File: src/rtl/wb_check_pkg.sv
// Shared types and constants for the writeback self-check monitor.
package wb_check_pkg;

    localparam int unsigned REG_ADDR_W = 5;
    localparam int unsigned XLEN       = 32;
    localparam int unsigned TESTNUM_W  = 11;
    localparam int unsigned NUM_REGS   = 1 << REG_ADDR_W;

    typedef enum logic [2:0] {
        IDLE,
        WAIT_FLAG,
        CHECK,
        DONE,
        FAIL
    } state_t;

    // One queued check: wait for flag, then compare reg_idx against value.
    typedef struct packed {
        logic [XLEN-1:0]       flag;
        logic [REG_ADDR_W-1:0] reg_idx;
        logic [XLEN-1:0]       value;
        logic [TESTNUM_W-1:0]  num;
        logic                  last;
    } chk_entry_t;

    localparam int unsigned CHK_ENTRY_W = $bits(chk_entry_t);

    // Increment that sticks at the all-ones value instead of wrapping.
    function automatic logic [TESTNUM_W-1:0] sat_inc(input logic [TESTNUM_W-1:0] v);
        return (v == '1) ? v : v + TESTNUM_W'(1);
    endfunction

endpackage

File: src/rtl/chk_fifo.sv
// Synchronous FIFO holding pending check entries; show-ahead read port.
module chk_fifo
    import wb_check_pkg::*;
#(
    parameter int unsigned DEPTH = 16
) (
    input  logic                   clk,
    input  logic                   rst_n,
    input  logic                   push,
    input  logic [CHK_ENTRY_W-1:0] wdata,
    input  logic                   pop,
    output logic [CHK_ENTRY_W-1:0] rdata,
    output logic                   full,
    output logic                   empty
);

    localparam int unsigned PTR_W = $clog2(DEPTH);
    localparam int unsigned CNT_W = PTR_W + 1;

    logic [CHK_ENTRY_W-1:0] mem_q [DEPTH];
    logic [CHK_ENTRY_W-1:0] mem_d [DEPTH];
    logic [PTR_W-1:0]       wr_ptr_q, wr_ptr_d;
    logic [PTR_W-1:0]       rd_ptr_q, rd_ptr_d;
    logic [CNT_W-1:0]       count_q, count_d;
    logic                   wr_en, rd_en;

    assign full  = (count_q == CNT_W'(DEPTH));
    assign empty = (count_q == '0);
    assign rdata = mem_q[rd_ptr_q];

    // Pointer/count/storage update; a pop frees the slot a same-cycle push may take.
    always_comb begin
        rd_en    = pop && !empty;
        wr_en    = push && (!full || rd_en);
        mem_d    = mem_q;
        wr_ptr_d = wr_ptr_q;
        rd_ptr_d = rd_ptr_q;
        count_d  = count_q;
        if (wr_en) begin
            mem_d[wr_ptr_q] = wdata;
            wr_ptr_d        = wr_ptr_q + PTR_W'(1);
        end
        if (rd_en) begin
            rd_ptr_d = rd_ptr_q + PTR_W'(1);
        end
        case ({wr_en, rd_en})
            2'b10:   count_d = count_q + CNT_W'(1);
            2'b01:   count_d = count_q - CNT_W'(1);
            default: count_d = count_q;
        endcase
    end

    // FIFO state registers.
    always_ff @(posedge clk or negedge rst_n) begin
        if (!rst_n) begin
            for (int unsigned i = 0; i < DEPTH; i++) begin
                mem_q[i] <= '0;
            end
            wr_ptr_q <= '0;
            rd_ptr_q <= '0;
            count_q  <= '0;
        end else begin
            mem_q    <= mem_d;
            wr_ptr_q <= wr_ptr_d;
            rd_ptr_q <= rd_ptr_d;
            count_q  <= count_d;
        end
    end

endmodule

File: src/rtl/wb_check_monitor.sv
// Writeback snooper: shadow regfile plus a queue of "wait for flag, then
// compare register" checks, producing sticky pass/fail status.
module wb_check_monitor
    import wb_check_pkg::*;
#(
    parameter int unsigned FLAG_REG       = 20,
    parameter int unsigned CHK_DEPTH      = 16,
    parameter int unsigned TIMEOUT_CYCLES = 1_000_000
) (
    input  logic                  clk,
    input  logic                  rst_n,
    input  logic                  wb_we,
    input  logic [REG_ADDR_W-1:0] wb_addr,
    input  logic [XLEN-1:0]       wb_data,
    input  logic                  chk_valid,
    output logic                  chk_ready,
    input  logic [XLEN-1:0]       chk_flag,
    input  logic [REG_ADDR_W-1:0] chk_reg,
    input  logic [XLEN-1:0]       chk_value,
    input  logic [TESTNUM_W-1:0]  chk_num,
    input  logic                  chk_last,
    output logic                  done,
    output logic                  pass,
    output logic                  fail,
    output logic                  timeout,
    output logic [TESTNUM_W-1:0]  fail_num,
    output logic [XLEN-1:0]       fail_got,
    output logic [TESTNUM_W-1:0]  checks_passed
);

    localparam int unsigned TIMER_W = $clog2(TIMEOUT_CYCLES) + 1;
    localparam logic [TIMER_W-1:0]    TIMER_LAST = TIMER_W'(TIMEOUT_CYCLES - 1);
    localparam logic [REG_ADDR_W-1:0] FLAG_IDX   = REG_ADDR_W'(FLAG_REG);

    // Shadow register file
    logic [XLEN-1:0] shadow_q [NUM_REGS];
    logic [XLEN-1:0] shadow_d [NUM_REGS];

    // Check queue
    chk_entry_t             push_entry;
    logic [CHK_ENTRY_W-1:0] fifo_rdata;
    logic                   fifo_full, fifo_empty, fifo_pop, fifo_push;

    // FSM and status
    state_t                state_q, state_d;
    chk_entry_t            entry_q, entry_d;
    logic [TIMER_W-1:0]    timer_q, timer_d;
    logic                  done_q, done_d;
    logic                  pass_q, pass_d;
    logic                  fail_q, fail_d;
    logic                  timeout_q, timeout_d;
    logic [TESTNUM_W-1:0]  fail_num_q, fail_num_d;
    logic [XLEN-1:0]       fail_got_q, fail_got_d;
    logic [TESTNUM_W-1:0]  passed_q, passed_d;
    logic [XLEN-1:0]       flag_val, chk_val;

    assign chk_ready  = !fifo_full;
    assign fifo_push  = chk_valid && chk_ready;
    assign push_entry = '{flag: chk_flag, reg_idx: chk_reg, value: chk_value,
                          num: chk_num, last: chk_last};

    chk_fifo #(
        .DEPTH(CHK_DEPTH)
    ) u_chk_fifo (
        .clk   (clk),
        .rst_n (rst_n),
        .push  (fifo_push),
        .wdata (push_entry),
        .pop   (fifo_pop),
        .rdata (fifo_rdata),
        .full  (fifo_full),
        .empty (fifo_empty)
    );

    // FSM reads registered shadow values, so same-cycle writebacks are not yet visible.
    assign flag_val = shadow_q[FLAG_IDX];
    assign chk_val  = shadow_q[entry_q.reg_idx];

    // Shadow regfile next state; x0 is never written so it stays zero.
    always_comb begin
        shadow_d = shadow_q;
        if (wb_we && (wb_addr != '0)) begin
            shadow_d[wb_addr] = wb_data;
        end
    end

    // Shadow regfile registers.
    always_ff @(posedge clk or negedge rst_n) begin
        if (!rst_n) begin
            for (int unsigned i = 0; i < NUM_REGS; i++) begin
                shadow_q[i] <= '0;
            end
        end else begin
            shadow_q <= shadow_d;
        end
    end

    // Check sequencer next state and sticky status; the head entry stays
    // queued while waiting and is popped only when its compare begins.
    always_comb begin
        state_d    = state_q;
        entry_d    = entry_q;
        timer_d    = timer_q;
        fifo_pop   = 1'b0;
        done_d     = done_q;
        pass_d     = pass_q;
        fail_d     = fail_q;
        timeout_d  = timeout_q;
        fail_num_d = fail_num_q;
        fail_got_d = fail_got_q;
        passed_d   = passed_q;
        case (state_q)
            IDLE: begin
                if (!fifo_empty) begin
                    entry_d = chk_entry_t'(fifo_rdata);
                    timer_d = '0;
                    state_d = WAIT_FLAG;
                end
            end
            WAIT_FLAG: begin
                if (flag_val == entry_q.flag) begin
                    fifo_pop = 1'b1;
                    state_d  = CHECK;
                end else if (timer_q == TIMER_LAST) begin
                    state_d    = FAIL;
                    done_d     = 1'b1;
                    fail_d     = 1'b1;
                    timeout_d  = 1'b1;
                    fail_num_d = entry_q.num;
                    fail_got_d = flag_val;
                end else begin
                    timer_d = timer_q + TIMER_W'(1);
                end
            end
            CHECK: begin
                if (chk_val == entry_q.value) begin
                    passed_d = sat_inc(passed_q);
                    if (entry_q.last) begin
                        state_d = DONE;
                        done_d  = 1'b1;
                        pass_d  = 1'b1;
                    end else begin
                        state_d = IDLE;
                    end
                end else begin
                    state_d    = FAIL;
                    done_d     = 1'b1;
                    fail_d     = 1'b1;
                    fail_num_d = entry_q.num;
                    fail_got_d = chk_val;
                end
            end
            DONE:    state_d = DONE;
            FAIL:    state_d = FAIL;
            default: state_d = IDLE;
        endcase
    end

    // Sequencer and status registers.
    always_ff @(posedge clk or negedge rst_n) begin
        if (!rst_n) begin
            state_q    <= IDLE;
            entry_q    <= '0;
            timer_q    <= '0;
            done_q     <= 1'b0;
            pass_q     <= 1'b0;
            fail_q     <= 1'b0;
            timeout_q  <= 1'b0;
            fail_num_q <= '0;
            fail_got_q <= '0;
            passed_q   <= '0;
        end else begin
            state_q    <= state_d;
            entry_q    <= entry_d;
            timer_q    <= timer_d;
            done_q     <= done_d;
            pass_q     <= pass_d;
            fail_q     <= fail_d;
            timeout_q  <= timeout_d;
            fail_num_q <= fail_num_d;
            fail_got_q <= fail_got_d;
            passed_q   <= passed_d;
        end
    end

    assign done          = done_q;
    assign pass          = pass_q;
    assign fail          = fail_q;
    assign timeout       = timeout_q;
    assign fail_num      = fail_num_q;
    assign fail_got      = fail_got_q;
    assign checks_passed = passed_q;

endmodule
File: config.mk
export PLATFORM = sky130hd
export DESIGN_NAME = wb_check_monitor
export DESIGN_NICKNAME = d
export VERILOG_FILES = /design/src/rtl/wb_check_pkg.sv /design/src/rtl/chk_fifo.sv /design/src/rtl/wb_check_monitor.sv
export SDC_FILE = /design/constraint.sdc
export NUM_CORES = 2
export LEC_CHECK = 0
export CAP_MARGIN = 15
export CORE_MARGIN = 5
export CORE_UTILIZATION = 40
export CTS_CLUSTER_DIAMETER = 50
export DETAILED_ROUTE_END_ITERATION = 10
export SYNTH_ARGS = -nofsm -noshare
export SYNTH_HDL_FRONTEND = slang
export SYNTH_HIERARCHICAL = 1
export SYNTH_SLANG_ARGS = --single-unit
File: constraint.sdc
create_clock -name clk -period 5.5 [get_ports clk]
set_input_delay 1.1 -clock clk [delete_from_list [all_inputs] [get_ports clk]]
set_output_delay 1.1 -clock clk [all_outputs]
set_load 0.005 [all_outputs]
After elaboration in Yosys (flattened, before gate mapping)
Cells that the tools add are included.
{"block": "word_totals", "ff_bits": 2496, "in_bits": 122, "word_cells": 165}
{"block": "classes", "add_sub_neg": 6, "order_cmp": 6, "n_eq_ne": 18, "muxes": 40, "bitwise_logic": 7, "n_reduce_logical": 23}
{"cell": "1296-bit bitwise mux", "count": 1}
{"cell": "1024-bit bitwise mux", "count": 1}
{"cell": "81-bit binary-select mux with 4-bit select", "count": 1}
{"cell": "81-bit demux with 4-bit select", "count": 1}
{"cell": "81-bit 2-to-1 mux", "count": 3}
{"cell": "32-bit 2-to-1 mux", "count": 6}
{"cell": "32-bit binary-select mux with 5-bit select", "count": 1}
{"cell": "32-bit demux with 5-bit select", "count": 1}
{"cell": "32-bit == test", "count": 2}
{"cell": "32-bit one-hot mux with 2 select lines", "count": 1}
{"cell": "21-bit 2-to-1 mux", "count": 3}
{"cell": "21-bit one-hot mux with 2 select lines", "count": 1}
{"cell": "11-bit 2-to-1 mux", "count": 3}
{"cell": "11-bit one-hot mux with 2 select lines", "count": 1}
{"cell": "21-bit by 1-bit adder with 21-bit output (second input constant)", "count": 1}
{"cell": "21-bit by 20-bit == test with 1-bit output (second input constant)", "count": 1}
{"cell": "3-bit one-hot mux with 5 select lines", "count": 1}
{"cell": "6-bit greater-or-equal comparator (second input constant)", "count": 2}
{"cell": "3-bit 2-to-1 mux", "count": 4}
{"cell": "5-bit inverter with 6-bit output", "count": 2}
{"cell": "4-bit AND reduction", "count": 3}
{"cell": "11-bit by 1-bit adder with 11-bit output (second input constant)", "count": 1}
{"cell": "11-bit == test (second input constant)", "count": 1}
{"cell": "5-bit greater-or-equal comparator (second input constant)", "count": 2}
{"cell": "28 further kinds", "count": 56}

Logic depth before layout (Yosys ltp)
{"block": "logic_depth", "ltp_word": 8, "mapped_depth": 18}

Hierarchy
The synthesis kept the hierarchy.
{"mod": "chk_fifo", "instances": 1, "cells_each": 3433, "area_each_um2": 58622.5, "seq_area_each_um2": 32756.4}
{"mod": "wb_check_monitor", "instances": 1, "cells_each": 3975, "area_each_um2": 54126.9, "seq_area_each_um2": 29703.5}

Worst setup path after synthesis
Ideal clock, no wire load.
{"block": "synth_timing", "kind": "register to register", "start": "reg entry_q[45] (netlist bit)", "end": "reg fail_num_q[0], in the netlist fail_num[0]", "t_arrival_ns": 3.486, "path_slack_ns": 1.888, "stages_incl_launch_ff": 17, "path_buffers": 6, "synth_period_minus_slack_ns": 3.612, "path_cell_list": "dfrtp_1 > buf_4 > buf_2 > buf_6 > buf_4 > buf_2 > mux2i_1 > a22oi_1 > nand3_1 > nand4_1 > xor2_1 > a2111oi_0 > nand4_1 > nor3_4 > o21ai_2 > buf_6 > mux2_4"}
{"block": "synth_between", "elab_chain_cells": 7}
{"element": "start, declared", "line": "wb_check_monitor.sv:46", "rtl": "chk_entry_t entry_q, entry_d;"}
{"element": "start signal, assigned", "line": "wb_check_monitor.sv:174", "rtl": "entry_q <= entry_d;"}
{"element": "5-bit inverter with 6-bit output (implied by the code)", "line": "wb_check_monitor.sv:77", "rtl": "assign chk_val = shadow_q[entry_q.reg_idx];"}
{"element": "32-bit binary-select mux with 5-bit select", "line": "wb_check_monitor.sv:77"}
{"element": "32-bit 2-to-1 mux (implied by the code) (2 in a row)", "line": "wb_check_monitor.sv:77"}
{"element": "32-bit == test", "line": "wb_check_monitor.sv:136", "rtl": "if (chk_val == entry_q.value) begin"}
{"element": "2-bit != test (no line)"}
{"element": "4-bit AND reduction (no line)"}
{"element": "end signal, assigned", "line": "wb_check_monitor.sv:180", "rtl": "fail_num_q <= fail_num_d;"}
{"element": "end, declared", "line": "wb_check_monitor.sv:52", "rtl": "logic [TESTNUM_W-1:0] fail_num_q, fail_num_d;"}
No other way between the ends. The select of a mux whose other input is x is not followed.
A chain may end at the register's enable or synchronous reset.

Worst setup path after layout
{"block": "layout_timing", "start": "reg entry_q[45] (netlist bit)", "end": "reg fail_num_q[5], in the netlist fail_num[5]"}
The elaborated chain is that of the path after synthesis.

==> impl_metrics.csv <==
group,metric,value,unit
cts,cts_resized,0,
logic_synthesis,synth_fp_nets,7541,
sta,setup_violations,0,
route,post_drt_wl_per_cell,28.48,µm
sta,fin_tns_setup,0,ns
power_and_ir_drop,power_frac_comb,0.239,
sta,clock_skew,0.05333,ns
floorplanning,dieArea,292600,µm²
route,num_vias,65554,
cts,h-tree-depth,5,
power_and_ir_drop,p_leak,56.46,nW
power_and_ir_drop,p_switching,18.55,mW
floorplanning,fp.dieH,540.9,µm
sta,hold_ws,0.1050,ns
sta,grt_setup_unrepaired,"false",
cts,cts_buffer_depth,4,
floorplanning,core,281600,µm²
floorplanning,fp.dieW,540.9,µm
logic_synthesis,syn_avg_cell_area,15.22,µm²
route,postRouteAntennaNets,0,
setup_path,r2r_start,"entry_q[45]",
floorplanning,rows,195,
placed_design,dp_cells,10879,
finish,area_delta_synth_final,15.74,%
global_route,grt_max_degree,184,
floorplanning,floorplan.initialDensity,0.4004,
cts,cts.clk_slew.worst_paths,0.06,ns
route,route.detailed.drc,0,
logic_synthesis,synth-edff-count,0,
route,first_iter_violations,4698,
placed_design,place_congestion,0.8198,
cts,postCtsSetupBuffers,0,
logic_synthesis,ys.flop_type,"dfrtp_1",
sta,drv_slew,0,
global_route,grt_pass1_wl,489.0,mm
global_route,antenna_found_initial,40,
setup_path,critPathArrivalTime,5.79,ns
status,status,"complete, no violations",
cts,cts_tree,"done",
placed_design,port_buffers,180,
cts,numCtsBuffers,314,
logic_synthesis,synthCells,7408,
finish,nFillCells,24400,
logic_synthesis,yosysSeqAreaShare,0.5540,
setup_path,path_class,"flip-flop to flip-flop",
setup_path,crit_fanout,35,
global_route,gr-total-overflow,0,
setup_path,cp.required,6.28,ns
sta,fin_crit_sh,0.9105,
finish,nNetsFinal,7596,
power_and_ir_drop,power.share.clock,0.333,
power_and_ir_drop,irDropWorstVdd,0.2526,mV
worst_hold_path,min-delay-path-class,"input port to async pin",
power_and_ir_drop,pwr-share-seq,0.428,
route,routed_wl,327.1,mm
finish,stdcell_count,11483,
cts,cts_hold_buf,0,
placed_design,dpl.hpwl,195.0,mm
finish,drive_above_1_share,0.4173,
power_and_ir_drop,p_int,46.41,mW
cts,clock-sinks,2496,
cts,clock_latency,0.91,ns
sta,worstMarginPinSlew,1.192,ns
logic_synthesis,synthArstFlopShare,1.000,
logic_synthesis,syn-cell-area,112700,µm²
run,max_cap_viol_count,0,
sta,slew_headroom,0.2025,
floorplanning,num_io_pins,181,
setup_path,end_kind,"flip-flop",
route,routed_via_density,5.709,
setup_path,start_kind,"flip-flop",
logic_synthesis,synth-seq-cells,2496,
logic_synthesis,synth.distinct_cells,76,
global_route,grt_pass1_vias,70511,
setup_path,setup.worst_path.start,"entry_q[45]",
sta,hold_viol,0,
cts,root_buffer,"clkbuf_16",
logic_synthesis,yosysWarnings,6,
route,drtPass1Iterations,9,
power_and_ir_drop,p_per_area,497.8,nW/µm²
power_and_ir_drop,switching_share,0.2855,
global_route,grt_util_all_layers,0.2218,
sta,fmax,199.7,MHz
sta,period_needed,5.008,ns
[sequential cells by signal (all words and copies together), names as in the netlist, 11 cells and up]
register	cells
checks_passed	11
entry_q	81
fail_num	11
timer_q	21
shadow_q	992
flag_val	32
fail_got	32
u_chk_fifo/mem_q	1296
[kinds of logic after synthesis]
| logic type | synth area share |
|---|---|
| AO/OA/AOI/OAI | 0.01867 |
| XOR/XNOR | 0.006914 |
| adder cells (fa/ha/maj) | 0.001287 |
| buffers and inverters | 0.02765 |
| flip-flops | 0.5540 |
| multiplexers | 0.3633 |
| AND/OR/NAND/NOR | 0.02821 |
[critical path: stages, from the launching register on]
cell       delay, ns
dfrtp_4         0.77
buf_4           0.62
mux2i_1         0.28
a22oi_1         0.12
nand3_1         0.14
nand4_1         0.42
xor2_1          0.28
a2111oi_0       0.73
nand4_1         0.42
nor3_4          0.42
o21ai_4         0.11
buf_12          0.20
mux2_4          0.31
[power groups by stage]
stage	logic, mW	clock network [mW]	registers [mW]
CTS	15.6	22.1	27.8
detailed placement	15.5	0	28.1
global route	16.7	22.9	28.5
finish	15.5	21.6	27.8
floorplan	11.5	0	26.7
global placement	15.1	0	27.7
[worst paths after layout]
path	end	slack, ns	cells past startpoint
setup reg to reg	fail_num[5]	0.49	12
hold reg to reg	shadow_q[1018]	0.37	0
setup / recovery	fail_num[5]	0.49	12
hold / removal	shadow_q[729]	0.11	1
min in group clk	shadow_q[1018]	0.37	0
max in group asynchronous	u_chk_fifo/mem_q[339]	3.56	3
[through the flow]
step	total power, mW	utilization	area (µm²)	setup WS [ns]
6_report	64.96	0.4635	130500	0.4920
5_1_grt	68.09	0.4634	130500	0.2068
4_1_cts	65.46	0.4624	130200	0.1337
3_5_place_dp	43.62	0.4231	119100	0.1615
3_3_place_gp	42.75	0.4229	119100	0.1498
2_1_floorplan	38.17	-	112700	1.889
[synthesized netlist by cell type (5+ instances only)]
master    number  area [µm²]
nor3b_1        6       45.04
o221a_2       12       135.1
mux2_4        10       150.1
a221oi_1      20       175.2
nand2b_1      16       100.1
clkbuf_1     382        1434
mux2_2      1813       20420
xor2_1        26       227.7
nor3_1        12       60.06
and2_1        14       87.58
and3_1        13       81.33
ha_1          10       125.1
nand4_1       42       262.8
a22o_1         6       52.55
buf_6         15       168.9
nor2b_1       20       125.1
a22oi_1      106       795.8
o21ai_0       44       220.2
a21oi_1       35       175.2
buf_2        152       760.7
dfrtp_1     2496       62460
buf_1         87       326.6
a31oi_1        5       31.28
or3_1         14       87.58
nand3_1       77       385.4
xnor2_1       63       551.8
nand2_1      351        1318
a21o_1         7       52.55
mux2i_1      277        2773
nor2_1        88       330.3
a211oi_1      13       97.59
inv_1         29       108.9
or2_2          6       37.54
mux4_2       542       12210
nor4_1         8       50.05
mux2_1       481        5416
buf_4         41       307.8
[cell usage in the layout (no fill, tap or decap), drive strengths merged, types with 12 or more instances in the layout]
cell / synthesis / final
a221oi: 20 / 20
mux2: 2304 / 2304
mux2i: 277 / 277
nor3: 13 / 13
nand2: 351 / 351
clkbuf: 382 / 420
nor2: 90 / 90
bufinv: 0 / 36
and3: 13 / 13
xor2: 26 / 26
a211oi: 13 / 13
a22oi: 106 / 106
o21ai: 45 / 45
clkinv: 2 / 83
a21oi: 35 / 35
dfrtp: 2496 / 2496
diode: 0 / 17
nand2b: 16 / 16
nand3: 77 / 77
clkdlybuf4s50: 0 / 179
nor2b: 20 / 20
or3: 14 / 14
mux4: 542 / 542
xnor2: 63 / 63
and2: 15 / 15
nand4: 42 / 42
buf: 295 / 234
inv: 30 / 62
o221a: 12 / 12
[area by class of cell]
cell class,count,area (µm²),area share
clock buffer,417,8852,0.06784
sequential,2496,62490,0.4789
inverter,32,120.1,0.0009205
clock inverter,159,2207,0.01691
antenna,17,42.54,0.0003260
timing repair buffer,416,4582,0.03511
multi-input combinational,4203,47510,0.3641
tap,3743,4683,0.03589
[layer usage]
layer | vias to the layer above | part of all wire | GRT usage
li1 | 27489 | - | -
met5 | - | 0.00020 | 0
met4 | 8 | 0.033 | 0.07172
met3 | 524 | 0.053 | 0.03932
met1 | 35927 | 0.43 | 0.3005
met2 | 1606 | 0.48 | 0.3640
Power figures use the tool's default switching activity.
